File: src/rtl/chunked_adder_pkg.sv
// Shared types and elaboration helpers for the slice-serial adder.
// Holds the FSM state encoding plus the slice-count and counter-width math.
package chunked_adder_pkg;

  typedef enum logic {
    IDLE,
    RUN
  } state_t;

  function automatic int nchunk(input int width, input int chunk);
    return width / chunk;
  endfunction

  function automatic int clog2(input int value);
    int result;
    int rem;
    result = 0;
    rem = value - 1;
    while (rem > 0) begin
      result = result + 1;
      rem = rem >> 1;
    end
    return result;
  endfunction

  // A single-slice configuration still needs a one-bit counter.
  function automatic int cnt_width(input int slices);
    return (clog2(slices) > 0) ? clog2(slices) : 1;
  endfunction

endpackage

File: src/rtl/chunked_adder_chunk.sv
// Combinational CHUNK-bit ripple adder assembled from 1-bit full-adder cells.
// The carry chain length is bounded by the slice width, not the operand width.
module full_adder (
  input  logic a,
  input  logic b,
  input  logic c_in,
  output logic s,
  output logic c_out
);

  assign s     = a ^ b ^ c_in;
  assign c_out = (a & b) | (a & c_in) | (b & c_in);

endmodule

module adder_chunk #(
  parameter int W = 8
) (
  input  logic [W-1:0] a,
  input  logic [W-1:0] b,
  input  logic         c_in,
  output logic [W-1:0] s,
  output logic         c_out
);

  logic [W:0] carry;

  assign carry[0] = c_in;

  for (genvar i = 0; i < W; i++) begin : g_bit
    full_adder u_fa (
      .a    (a[i]),
      .b    (b[i]),
      .c_in (carry[i]),
      .s    (s[i]),
      .c_out(carry[i+1])
    );
  end

  assign c_out = carry[W];

endmodule

File: src/rtl/chunked_adder.sv
// Multi-cycle add/subtract unit: one CHUNK-bit slice per clock, LSB first,
// with the inter-slice carry registered and NZCV flags loaded with the result.
module chunked_adder
  import chunked_adder_pkg::*;
#(
  parameter int WIDTH = 32,
  parameter int CHUNK = 8
) (
  input  logic             clk,
  input  logic             rst,
  input  logic             start,
  input  logic             sub,
  input  logic [WIDTH-1:0] a,
  input  logic [WIDTH-1:0] b,
  input  logic             c_in,
  output logic             ready,
  output logic             done,
  output logic [WIDTH-1:0] s,
  output logic             c_out,
  output logic             n,
  output logic             z,
  output logic             v
);

  localparam int NCHUNK = nchunk(WIDTH, CHUNK);
  localparam int CNT_W  = cnt_width(NCHUNK);

  if ((CHUNK < 1) || (WIDTH % CHUNK != 0)) begin : g_bad_params
    $fatal(1, "chunked_adder: WIDTH must be a non-zero multiple of CHUNK");
  end

  state_t           state;
  logic [WIDTH-1:0] a_reg;
  logic [WIDTH-1:0] b_reg;
  logic [WIDTH-1:0] acc;
  logic [WIDTH-1:0] acc_next;
  logic             carry;
  logic [CNT_W-1:0] cnt;
  logic             a_msb;
  logic             b_msb;
  logic [CHUNK-1:0] slice_s;
  logic             slice_c;
  logic             last;

  // Operands shift right each cycle so the active slice always sits in the low bits.
  adder_chunk #(
    .W(CHUNK)
  ) u_chunk (
    .a    (a_reg[CHUNK-1:0]),
    .b    (b_reg[CHUNK-1:0]),
    .c_in (carry),
    .s    (slice_s),
    .c_out(slice_c)
  );

  // The slice sum enters at the top so the result is LSB-aligned after the last slice.
  always_comb begin
    acc_next = (acc >> CHUNK) | (WIDTH'(slice_s) << (WIDTH - CHUNK));
    last     = (cnt == CNT_W'(NCHUNK - 1));
  end

  always_ff @(posedge clk or posedge rst) begin
    if (rst) begin
      state <= IDLE;
      ready <= 1'b1;
      done  <= 1'b0;
      a_reg <= '0;
      b_reg <= '0;
      acc   <= '0;
      carry <= 1'b0;
      cnt   <= '0;
      a_msb <= 1'b0;
      b_msb <= 1'b0;
      s     <= '0;
      c_out <= 1'b0;
      n     <= 1'b0;
      z     <= 1'b1;
      v     <= 1'b0;
    end else begin
      done <= 1'b0;
      case (state)
        IDLE: begin
          if (start) begin
            a_reg <= a;
            b_reg <= sub ? ~b : b;
            a_msb <= a[WIDTH-1];
            b_msb <= sub ? ~b[WIDTH-1] : b[WIDTH-1];
            carry <= sub ? 1'b1 : c_in;
            cnt   <= '0;
            acc   <= '0;
            ready <= 1'b0;
            state <= RUN;
          end
        end
        RUN: begin
          a_reg <= a_reg >> CHUNK;
          b_reg <= b_reg >> CHUNK;
          acc   <= acc_next;
          carry <= slice_c;
          cnt   <= cnt + CNT_W'(1);
          if (last) begin
            s     <= acc_next;
            c_out <= slice_c;
            n     <= acc_next[WIDTH-1];
            z     <= (acc_next == '0);
            v     <= (a_msb == b_msb) && (acc_next[WIDTH-1] != a_msb);
            carry <= 1'b0;
            cnt   <= '0;
            ready <= 1'b1;
            done  <= 1'b1;
            state <= IDLE;
          end
        end
        default: state <= IDLE;
      endcase
    end
  end

endmodule
File: config.mk
export PLATFORM = sky130hd
export DESIGN_NAME = chunked_adder
export DESIGN_NICKNAME = d
export VERILOG_FILES = /design/src/rtl/chunked_adder_pkg.sv /design/src/rtl/chunked_adder_chunk.sv /design/src/rtl/chunked_adder.sv
export SDC_FILE = /design/constraint.sdc
export NUM_CORES = 1
export LEC_CHECK = 0
export BUFFER_PORTS_ARGS = -buffer_cell sky130_fd_sc_hd__buf_2
export CORE_ASPECT_RATIO = 1.4
export CORE_MARGIN = 8
export CORE_UTILIZATION = 50
export CTS_CLUSTER_DIAMETER = 30
export DETAILED_ROUTE_END_ITERATION = 8
export PLACE_DENSITY_LB_ADDON = 0.3
export SETUP_SLACK_MARGIN = 0.2
export SLEW_MARGIN = 20
export SYNTH_ARGS = -nofsm -noshare
export SYNTH_HDL_FRONTEND = slang
export SYNTH_HIERARCHICAL = 1
export SYNTH_SLANG_ARGS = --single-unit
File: constraint.sdc
create_clock -name clk -period 4.1 [get_ports clk]
set_clock_uncertainty 0.15 [all_clocks]
set_input_delay 0.615 -clock clk [delete_from_list [all_inputs] [get_ports clk]]
set_output_delay 0.615 -clock clk [all_outputs]
set_load 0.03 [all_outputs]
==> run_results.csv <==
group,metric,value,unit
layout,drive_above_1_share,30.8,%
synth,synth_fa_ha_area_share,2.88,%
routing,drt_iter0_markers,194,
pwr,total_switching_power,1.97,mW
placement,dpl.cell_count,732,
synth,postSynthRegisterBits,131,
pwr,p_int,3.44,mW
pwr,sw_frac_of_total,36.5,%
worst_setup_path,cp_slowest_cell,"fa_2",
synth,mappedNetlistArea,6000,um2
routing,detail_routed_via_count_per_cell,5.21,
sta,achievable-frequency,241,MHz
floorplanning,dieArea,15800,um2
clock_tree,numCtsBuffers,17,
layout,seq_area,3280,um2
sta,tightest_slew,1.02,ns
routing,drt_drc_violations_left,0,
synth,synth.yosys.seq_area_share,54.7,%
worst_setup_path,worst_setup_path_start_kind,"register",
floorplanning,chipHeight,146,um
worst_setup_path,r2r_cells,11,
sta,finalWorstSetupSlack,-0.0469,ns
clock_tree,h_tree_level_count,4,
floorplanning,ios,107,
sta,final.min_clock_period,4.15,ns
routing,drt-total-wl,13000,um
pwr,p_leak,3.54,nW
layout,final-instance-count-excl-fill,760,
synth,synth_compound_area_share,8.39,%
clock_tree,post-cts-setup-buffers,0,
sta,final-max-slew-violation-count,0,
synth,post-synth-top-area-cell,"dfrtp_1",
worst_setup_path,critical_path.max_fanout,4,
clock_tree,cts.sink_count,131,
placement,portBuffers,106,
layout,synthesis_to_layout_area_growth,18.7,%
job,drv_cap,0,
sta,setup_viol_count_final,2,
status,status,"finished with violations",
synth,synthesis.area_per_instance,11.8,um2
global_routing,via_count_of_the_first_global_routing_pass,4084,
layout,diodes,0,
synth,synth-xor-area-share,4.67,%
layout,nets,682,
floorplanning,core.rowCount,47,
pwr,pwr-share-clk,24.4,%
sta,hold_violation_count_in_the_final_report,0,
routing,drt.antenna.violating_nets,0,
placement,detailedPlacementHpwl,9280,um
worst_setup_path,timing.critical_path.to_type,"register",
synth,post-synth-top-area-fraction,53.8,%
pwr,p_comb_share,34.0,%
synth,muxShareOfSynthArea,16.8,%
global_routing,grt_start_max_net_pins,91,
worst_setup_path,r2r_slack,-0.05,ns
floorplanning,floorplan.core_area,11800,um2
synth,synth_fp_nets,587,
layout,most_common_cell_after_layout_fill_and_taps_aside,"dfrtp_1",
worst_setup_path,arrival_time_at_the_worst_endpoint,4.30,ns
clock_tree,cts.clk_slew.worst_paths,0.05,ns
sta,final_min_period_over_clock_period,101,%
worst_setup_path,critPathRequiredTime,4.26,ns
global_routing,wire_length_of_the_first_global_routing_pass,21000,um
synth,netlist_top_cells_area,"dfrtp_1, mux2i_1, o21ai_0",
min_path,worst_hold_path_type,"in -> async",
clock_tree,clk_latency,0.41,ns
placement,place_area,6590,um2
worst_setup_path,cells_along_the_critical_path,"fa_2 -> fa_2 -> fa_2 -> fa_2 -> fa_2 -> fa_2 -> fa_2 -> fa_2 -> nor4_2 -> nand4_1 -> o31ai_2",
routing,drt_pass1_iterations,4,
layout,multiInputGateArea,2530,um2
global_routing,gr-total-overflow,0,
routing,vias,3958,
clock_tree,clockBufferDepth,2,
worst_setup_path,cp_common_cell,"fa_2",
layout,final_core_utilization,60.5,%
layout,layout_fillers,1004,
routing,avg_wl_per_cell,17.1,um
pwr,sequentialPowerShare,41.6,%
status,failing_checks,"negative setup slack",
worst_setup_path,worstReg2RegEnd,"z$_DFFE_PP1P_",
pwr,cellPowerDensity,761,nW/um2
clock_tree,cts_tree,"built",
global_routing,grt_antenna_before_repair,2,
synth,yosysUniqueCellTypes,29,
floorplanning,die_w,109,um
floorplanning,floorplan.initialDensity,51.0,%
worst_setup_path,critical_path.max_stage_delay,0.46,ns
synth,main_combinational_cell_family_by_area_after_synthesis,"multiplexers",
worst_setup_path,r2r_start,"a_reg[0]$_DFFE_PP0P_",
synth,yosys_warnings,6,
placement,place_congestion,0.821,
sta,slew_headroom,31.8,%
synth,postSynthCellCount,509,
clock_tree,clock_tree.root_cell,"clkbuf_16",
synth,synthesized_area_fraction_occupied_by_and_or_nand_nor_cells,8.78,%
layout,final_area,7120,um2
worst_setup_path,worst-setup-path-type,"reg -> reg",
layout,final_cell_mix,"dfrtp_1, buf_2, nand2_1, o21ai_0, mux2i_1",
global_routing,grtUsageTotal,17.0,%
sta,setup_repair_after_global_routing_missed_its_margin,"true",
clock_tree,cts_stage_hold_buffer_count,0,
pwr,maximum_vdd_drop,0.000413,V
==> critical path: cells and delay by family (launching register included) <==
| kind | cells | cell delay, ns |
|---|---|---|
| compound gates | 1 | 0.23 |
| fa+ha+maj | 8 | 2.98 |
| flops | 1 | 0.40 |
| simple gates | 2 | 0.30 |
==> how the worst max path moves through the flow <==
stage                         startpoint  depth (start not counted)  slack (ns)       endpoint
floorplan           a_reg[0]$_DFFE_PP0P_                         11        0.09  z$_DFFE_PP1P_
global placement    a_reg[0]$_DFFE_PP0P_                         11       -0.03  z$_DFFE_PP1P_
detailed placement  a_reg[0]$_DFFE_PP0P_                         11       -0.09  z$_DFFE_PP1P_
CTS                 a_reg[0]$_DFFE_PP0P_                         11       -0.10  z$_DFFE_PP1P_
global route        a_reg[0]$_DFFE_PP0P_                         11       -0.20  z$_DFFE_PP1P_
finish              a_reg[0]$_DFFE_PP0P_                         11       -0.05  z$_DFFE_PP1P_
==> cell usage after synthesis <==
master      n
nand2b_1   19
and3b_1     1
o21ai_0    66
nor2_2      1
buf_2      14
nand3b_1    1
xor2_1     24
fa_1        8
mux2_2     19
nor4_1      8
buf_4      12
nor2_1     18
nand2_1    68
xnor2_1     8
a21oi_1     1
inv_1       3
ha_1        1
mux2_4     15
mux2i_1    57
buf_6       2
o31ai_1     1
clkbuf_1    8
dfrtp_1   129
o22ai_1     1
a22o_1      9
a211oi_1    8
nand4_1     2
o21ai_1     3
dfstp_2     2
==> power by group through the flow <==
stage                     combinational, mW  clock, mW  sequential [mW]
after global routing                   2.03       1.40             2.33
after detailed placement               1.85          0             2.28
after floorplan                        1.16          0             2.40
final                                  1.84       1.32             2.25
after CTS                              1.85       1.34             2.26
after global placement                 1.79          0             2.25
==> layer usage <==
| layer | global-route usage, % | routed length (um) | up-vias |
|---|---|---|---|
| met5 | 0 | 23 | - |
| met4 | 6.53 | 241 | 4 |
| met3 | 5.54 | 708 | 23 |
| met2 | 28.0 | 6690 | 105 |
| met1 | 19.9 | 5310 | 1895 |
| li1 | - | - | 1931 |
==> layout make-up <==
class,count,area share [%]
sequential,131,46.1
clock inverter,6,0.457
multi-input combinational,339,35.5
inverter,3,0.211
tap,147,2.58
timing repair buffer,112,8.30
clock buffer,22,6.80
==> per-stage QoR <==
stage                     power, mW  worst slack [ns]  hold WS [ns]  setup TNS, ns
after CTS                      5.46            -0.105         0.169         -0.145
after floorplan                3.56            0.0864         0.299              0
final                          5.41           -0.0469         0.166        -0.0821
after detailed placement       4.13           -0.0874         0.319         -0.157
after global routing           5.75            -0.197         0.209         -0.333
after global placement         4.04           -0.0331         0.307        -0.0473
==> what timing repair did <==
action | CTS | global route
gates cloned | 0 | 0
pin swaps | 1 | 0
endpoints found under the setup margin | 4 | 4
resized for setup | 1 | 4
==> cell families after synthesis <==
kind of cell | count (synthesis)
and+or+nand+nor | 118
adders and majority gates | 9
muxes | 91
buffers and inverters | 39
xor gates and xnor gates | 32
DFF | 131
AOI/OAI and AO/OA | 89
(Power assumes the default switching activity.)
